[src/rtl/cp0_pkg.sv]
// Shared constants for the coprocessor-0 slice: register numbers and exception codes.
package cp0_pkg;

  localparam logic [4:0] CP0_BADV    = 5'd8;
  localparam logic [4:0] CP0_COUNT   = 5'd9;
  localparam logic [4:0] CP0_COMPARE = 5'd11;
  localparam logic [4:0] CP0_SR      = 5'd12;
  localparam logic [4:0] CP0_CAUSE   = 5'd13;
  localparam logic [4:0] CP0_EPC     = 5'd14;
  localparam logic [4:0] CP0_PRID    = 5'd15;

  localparam logic [4:0] EXC_INT  = 5'd0;
  localparam logic [4:0] EXC_ADEL = 5'd4;
  localparam logic [4:0] EXC_ADES = 5'd5;
  localparam logic [4:0] EXC_RI   = 5'd10;
  localparam logic [4:0] EXC_OV   = 5'd12;

  // Address-error exceptions are the only causes that capture BadVAddr.
  function automatic logic is_addr_exc(input logic [4:0] code);
    return (code == EXC_ADEL) || (code == EXC_ADES);
  endfunction

endpackage

[src/rtl/cp0_timer.sv]
// Count/Compare timer: prescaled up-counter with a sticky match flag cleared by Compare writes.
module cp0_timer
  import cp0_pkg::*;
#(
  parameter int COUNT_DIV = 1
) (
  input  logic        clk,
  input  logic        reset,
  input  logic        wr_count,
  input  logic        wr_compare,
  input  logic [31:0] wr_data,
  output logic [31:0] count,
  output logic [31:0] compare,
  output logic        pending
);

  localparam int DW = (COUNT_DIV > 1) ? $clog2(COUNT_DIV) : 1;
  localparam logic [DW-1:0] DIV_MAX = DW'(COUNT_DIV - 1);

  logic [DW-1:0] div_q, div_d;
  logic [31:0]   count_q, count_d;
  logic [31:0]   compare_q, compare_d;
  logic          pend_q, pend_d;
  logic          tick;
  logic [31:0]   count_inc;

  always_comb begin
    tick      = (div_q == DIV_MAX);
    count_inc = count_q + 32'd1;
    div_d     = tick ? '0 : div_q + DW'(1);
    count_d   = tick ? count_inc : count_q;
    compare_d = compare_q;
    pend_d    = pend_q;
    if (tick && (count_inc == compare_q)) pend_d = 1'b1;
    // A software Count write never raises the flag, even if it lands on Compare.
    if (wr_count) begin
      count_d = wr_data;
      div_d   = '0;
      pend_d  = pend_q;
    end
    if (wr_compare) begin
      compare_d = wr_data;
      pend_d    = 1'b0;
    end
  end

  always_ff @(posedge clk) begin
    if (reset) begin
      div_q     <= '0;
      count_q   <= 32'd0;
      compare_q <= 32'hFFFF_FFFF;
      pend_q    <= 1'b0;
    end else begin
      div_q     <= div_d;
      count_q   <= count_d;
      compare_q <= compare_d;
      pend_q    <= pend_d;
    end
  end

  assign count   = count_q;
  assign compare = compare_q;
  assign pending = pend_q;

endmodule

[src/rtl/cp0_ext.sv]
// Coprocessor 0 beside the M stage: status/cause/EPC state, exception entry, ERET and MFC0/MTC0.
module cp0_ext
  import cp0_pkg::*;
#(
  parameter int          NUM_HWINT  = 6,
  parameter int          TIMER_LINE = 5,
  parameter int          COUNT_DIV  = 1,
  parameter logic [31:0] PRID_VAL   = 32'h1837_3580
) (
  input  logic                 clk,
  input  logic                 reset,
  input  logic [4:0]           rd_addr,
  input  logic [4:0]           wr_addr,
  input  logic [31:0]          wr_data,
  input  logic                 wr_en,
  input  logic                 m_valid,
  input  logic [31:0]          pc_m,
  input  logic                 bd_m,
  input  logic [4:0]           exc_code,
  input  logic [31:0]          bad_addr,
  input  logic [NUM_HWINT-1:0] hw_int,
  input  logic                 eret,
  output logic [31:0]          rd_data,
  output logic                 take,
  output logic [31:0]          epc,
  output logic                 timer_irq
);

  logic [5:0]  im_q, im_d;
  logic        exl_q, exl_d;
  logic        ie_q, ie_d;
  logic        bd_q, bd_d;
  logic [5:0]  ip_q, ip_d;
  logic [4:0]  exccode_q, exccode_d;
  logic [31:0] epc_q, epc_d;
  logic [31:0] badv_q, badv_d;

  logic [5:0]  hw_ext;
  logic        int_hit, exc_hit;
  logic        wr_ok;
  logic [31:0] pc_base;
  logic [31:0] count, compare;
  logic        pending;
  logic        unused_pc;

  assign hw_ext    = 6'(hw_int);
  assign unused_pc = ^pc_m[1:0];

  always_comb begin
    int_hit = (|(ip_q & im_q)) & ie_q & ~exl_q;
    exc_hit = m_valid & (exc_code != EXC_INT) & ~exl_q;
    take    = ~reset & m_valid & (int_hit | exc_hit);
    // The instruction issuing the MTC0 is the one being flushed, so its write is dropped.
    wr_ok   = wr_en & ~take;
    pc_base = {pc_m[31:2], 2'b00};
  end

  cp0_timer #(.COUNT_DIV(COUNT_DIV)) u_timer (
    .clk        (clk),
    .reset      (reset),
    .wr_count   (wr_ok && (wr_addr == CP0_COUNT)),
    .wr_compare (wr_ok && (wr_addr == CP0_COMPARE)),
    .wr_data    (wr_data),
    .count      (count),
    .compare    (compare),
    .pending    (pending)
  );

  always_comb begin
    im_d      = im_q;
    exl_d     = exl_q;
    ie_d      = ie_q;
    bd_d      = bd_q;
    exccode_d = exccode_q;
    epc_d     = epc_q;
    badv_d    = badv_q;
    ip_d      = hw_ext | (6'(pending) << TIMER_LINE);

    if (eret) exl_d = 1'b0;

    if (wr_ok) begin
      case (wr_addr)
        CP0_SR: begin
          im_d  = wr_data[15:10];
          exl_d = wr_data[1];
          ie_d  = wr_data[0];
        end
        CP0_EPC: epc_d = {wr_data[31:2], 2'b00};
        default: ;
      endcase
    end

    if (take) begin
      exl_d     = 1'b1;
      bd_d      = bd_m;
      epc_d     = bd_m ? pc_base - 32'd4 : pc_base;
      exccode_d = int_hit ? EXC_INT : exc_code;
      if (!int_hit && is_addr_exc(exc_code)) badv_d = bad_addr;
    end
  end

  always_ff @(posedge clk) begin
    if (reset) begin
      im_q      <= 6'd0;
      exl_q     <= 1'b0;
      ie_q      <= 1'b1;
      bd_q      <= 1'b0;
      ip_q      <= 6'd0;
      exccode_q <= EXC_INT;
      epc_q     <= 32'd0;
      badv_q    <= 32'd0;
    end else begin
      im_q      <= im_d;
      exl_q     <= exl_d;
      ie_q      <= ie_d;
      bd_q      <= bd_d;
      ip_q      <= ip_d;
      exccode_q <= exccode_d;
      epc_q     <= epc_d;
      badv_q    <= badv_d;
    end
  end

  always_comb begin
    case (rd_addr)
      CP0_BADV:    rd_data = badv_q;
      CP0_COUNT:   rd_data = count;
      CP0_COMPARE: rd_data = compare;
      CP0_SR:      rd_data = {16'b0, im_q, 8'b0, exl_q, ie_q};
      CP0_CAUSE:   rd_data = {bd_q, 15'b0, ip_q, 3'b0, exccode_q, 2'b0};
      CP0_EPC:     rd_data = epc_q;
      CP0_PRID:    rd_data = PRID_VAL;
      default:     rd_data = 32'd0;
    endcase
  end

  assign epc       = epc_q;
  assign timer_irq = pending;

endmodule

[config.mk]
export PLATFORM = sky130hd
export DESIGN_NAME = cp0_ext
export DESIGN_NICKNAME = d
export VERILOG_FILES = /design/src/rtl/cp0_pkg.sv /design/src/rtl/cp0_timer.sv /design/src/rtl/cp0_ext.sv
export SDC_FILE = /design/constraint.sdc
export NUM_CORES = 1
export LEC_CHECK = 0
export CAP_MARGIN = 20
export CORE_MARGIN = 2
export CORE_UTILIZATION = 47
export DETAILED_ROUTE_END_ITERATION = 6
export PLACE_DENSITY = 0.78
export SLEW_MARGIN = 0
export SYNTH_ARGS = -nofsm -noshare
export SYNTH_HDL_FRONTEND = slang
export SYNTH_HIERARCHICAL = 1
export SYNTH_SLANG_ARGS = --single-unit
[constraint.sdc]
create_clock -name clk -period 3.1 [get_ports clk]
set_clock_uncertainty 0.05 [all_clocks]
set_input_delay 0.31 -clock clk [delete_from_list [all_inputs] [get_ports clk]]
set_output_delay 0.31 -clock clk [all_outputs]
set_load 0.02 [all_outputs]
==> results.md <==
* Status: completed
* Detail Route Antenna Nets at 0
* Main synth FF type: dfxtp_1
* Worst vdd ir at 0.3602 mV
* Net Sw Frac at 26.12%
* Cts-stage hold buffer count at 0
* Drt wl/cell at 20.21 um
* WL final at 30340 um
* # setup viols final at 0
* Least-Margin Pin Slew at 899.7 ps
* # clock sinks at 148
* Final hold vios at 0
* Pre-CTS WS at -193.0 ps
* DRC at 0
* Die X at 139.6 um
* Initial Util at 47.96%
* Met2 GRT Util at 47.37%
* Combinational power share at 14.5%
* CTS tree: built
* Gr busiest metal: met2
* CTS H-tree depth at 4
* Final Worst Setup Slack at 141.2 ps
* Crit. End Element: register
* RSZ-0062 raised after global routing: yes
* Syn_area_per_cell at 8.034 um2
* Clock-pin slew on the worst setup and hold paths at 60 ps
* Row count at 49
* Sequential power share at 43.4%
* Die H at 139.6 um
* Drt pass-1 iters at 5
* Root buf cell: clkbuf_16
* Clock Path Buffers at 2
* Share of flip-flops with an asynchronous set or reset at 0%
* Sequential fraction of the synthesis area at 34.27%
* Internal at 3413 uW
* Nets at 1384
* Post-route clock period utilization at 95.45%
* Multi-input logic area at 5356 um2
* Synth Instances at 1076
* Unique masters post-synth at 72
* I/O pin cnt at 189
* Die Area at 19490 um2
* Net Sw Power at 1207 uW
* Post-layout min period at 2959 ps
* Clock share of power at 42.1%
* Worst Hold Class: input pin to register
* CTS Buf Count at 17
* Worst Path Required at 3410 ps
* Layout area overhead at 33.12%
* Worst Path Buf+Inv at 0
* Met3 usage at 7.605%
* CP arrival at 3270 ps
* Max-cap violations at 0
* Total Power at 4620 uW
* Final RePlAce weighted congestion at 1.002
* Layout cells sized above 1 at 9.119%
* Antenna diode count at 0
* Initial antenna violation count at 0
* Warnings from Yosys at 6
* Gr usage total at 30.28%
* Finished Layout Cells at 1501
* Clk_lat worst skew at 420 ps
* First-pass GRT wire length at 46620 um
* # Post-CTS Setup Buffers at 0
* Routed via count at 9061
* Critical Path Source Type: register
* DR iter-0 viols at 990
* CP Max Fanout at 7
* Placement Cell Area at 10940 um2
* Slowest-stage cell, CP: or4_1
* Final Max Slew Viols at 0
* Largest net degree at the start of global routing at 64
* EDFF count, synth at 0
* Placed insts at 1469
* GR Util met1 at 42.07%
* Rel. slew slack at 39.95%
* Top delay family on crit path: simple AND/OR/NAND/NOR gates
* Final instance area at 11510 um2
* Post-DR vias/cell at 6.037
* Core area at 18020 um2
* Yosys reg bits at 148
* Slowest stage delay, CP at 590 ps
* Global route overflow at 0
* DPL Wire Length at 22730 um
* Fmax at 0.3380 GHz
* Power per cell area at 401.5 nW/um2
* Setup CP Type: register to register
* Vias in the first global route at 8405
* Mapped Area at 8645 um2
* LEAKAGE at 0.003882 uW
* Sequential cell area at 2963 um2
* Buffers on Ports at 184
* Filler instances at 1566
* CP Cell Sequence: ha_1 -> nand3_1 -> or3_4 -> or4_1 -> mux2i_1 -> a2111o_1 -> nor4_2 -> a31o_1
* FF-to-FF setup slack at 140 ps
path summary, 6_finish.rpt:
path / startpoint / endpoint / depth (start not counted)
min reg2reg: exccode_q[1] / exccode_q[1] / 2
max reg2reg: u_timer/count[1] / u_timer/pending / 8
max: u_timer/count[1] / u_timer/pending / 8
min: reset / exccode_q[2] / 5
metrics by stage:
step	util (%)	hold WS, ps	TNS, ps
floorplan	-	375.8	0
global placement	60.70	388.4	-235.5
detailed placement	60.70	394.6	-193.0
CTS	63.78	330.5	0
global route	63.84	370.8	-40.68
finish	63.84	337.8	0
cells in the mapped netlist, drive strengths merged, types with 12 or more instances:
cell,n,area (um2)
o21ai,29,145.1
a21oi,73,365.4
dfxtp,148,2963
nand2,152,570.6
nand4,23,162.7
mux2i,65,650.6
xnor2,58,508.0
nor2,98,367.9
a211oi,42,315.3
nor4,21,137.6
xor2,31,271.5
or4,12,91.34
nor3,35,180.2
or3,17,121.4
buf,16,115.1
a22oi,31,232.7
nor2b,26,162.7
clkbuf,63,246.5
nand3,22,115.1
power groups by stage:
stage | logic [uW] | registers, uW | clock network, uW
finish | 670 | 2000 | 1950
global route | 710 | 2010 | 2040
global placement | 655 | 2040 | 0
detailed placement | 659 | 2040 | 0
CTS | 663 | 2000 | 1960
floorplan | 242 | 2060 | 0
metal layers:
| metal | share of wire, % | routed length [um] |
|---|---|---|
| met1 | 43 | 13130 |
| met3 | 9.2 | 2784 |
| met5 | 0 | 0 |
| met2 | 46 | 13900 |
| met4 | 1.7 | 520 |
logic make-up (layout without fill, tap and decap cells):
kind of cell    count (synthesis)  count (layout)  share of synthesized area [%]
xor+xnor                       89              89                          9.017
other cells                     2               3                        0.08688
flops                         148             148                          34.27
mux                            66              66                          7.657
buf+inv                        88             283                          4.574
compound gates                236             236                          18.44
simple gates                  445             445                          25.66
fa+ha+maj                       2               2                         0.2894
worst min-delay path, stage by stage:
cell	delay (ps)
buf_4	100
nor3b_2	40
buf_4	150
nand3b_1	90
a21oi_1	60
layout make-up:
class                           count  area share (%)
Clock buffer                       22           3.947
Clock inverter                     10          0.8807
Inverter                            9          0.2936
Multi-Input combinational cell    841           46.55
Sequential cell                   148           25.75
Tap cell                          229           2.490
Timing Repair Buffer              242           20.09
registers in the layout, indices dropped and copies added (netlist names):
name / count
epc: 30
u_timer/compare: 32
bd_q: 1
badv_q: 32
u_timer/count: 32
ip_q: 6
u_timer/div_q: 1
im_q: 6
ie_q: 1
exccode_q: 5
u_timer/pending: 1
exl_q: 1
cells in the final DEF (no fill, tap or decap), drive strengths merged, types with 3 or more instances in the layout:
cell           instances
clkbuf                22
a222oi                 9
o21ai                 29
a211oi                42
nor4b                  4
xnor2                 58
dfxtp                148
clkinvlp               3
or4                   12
clkinv                 5
clkdlybuf4s50        183
nor3                  35
mux2i                 65
nand2                152
a22oi                 31
and2                   3
inv                   10
a21boi                 4
nand3b                10
o211ai                 3
nor2b                 26
nand4b                 3
or2                    3
and4                   3
nor2                  98
o22ai                  4
or3                   17
nand3                 22
a311oi                 5
conb                   3
nand4                 23
a22o                   9
a21oi                 73
xor2                  31
buf                   59
o21a                   3
nand2b                 4
a221o                  9
nor4                  21
timing repair:
item	CTS	global route
gates resized for setup	0	2
hold endpoints to repair	0	0
setup endpoints to repair	0	2
Note: power is estimated with default switching activity, not from simulation.
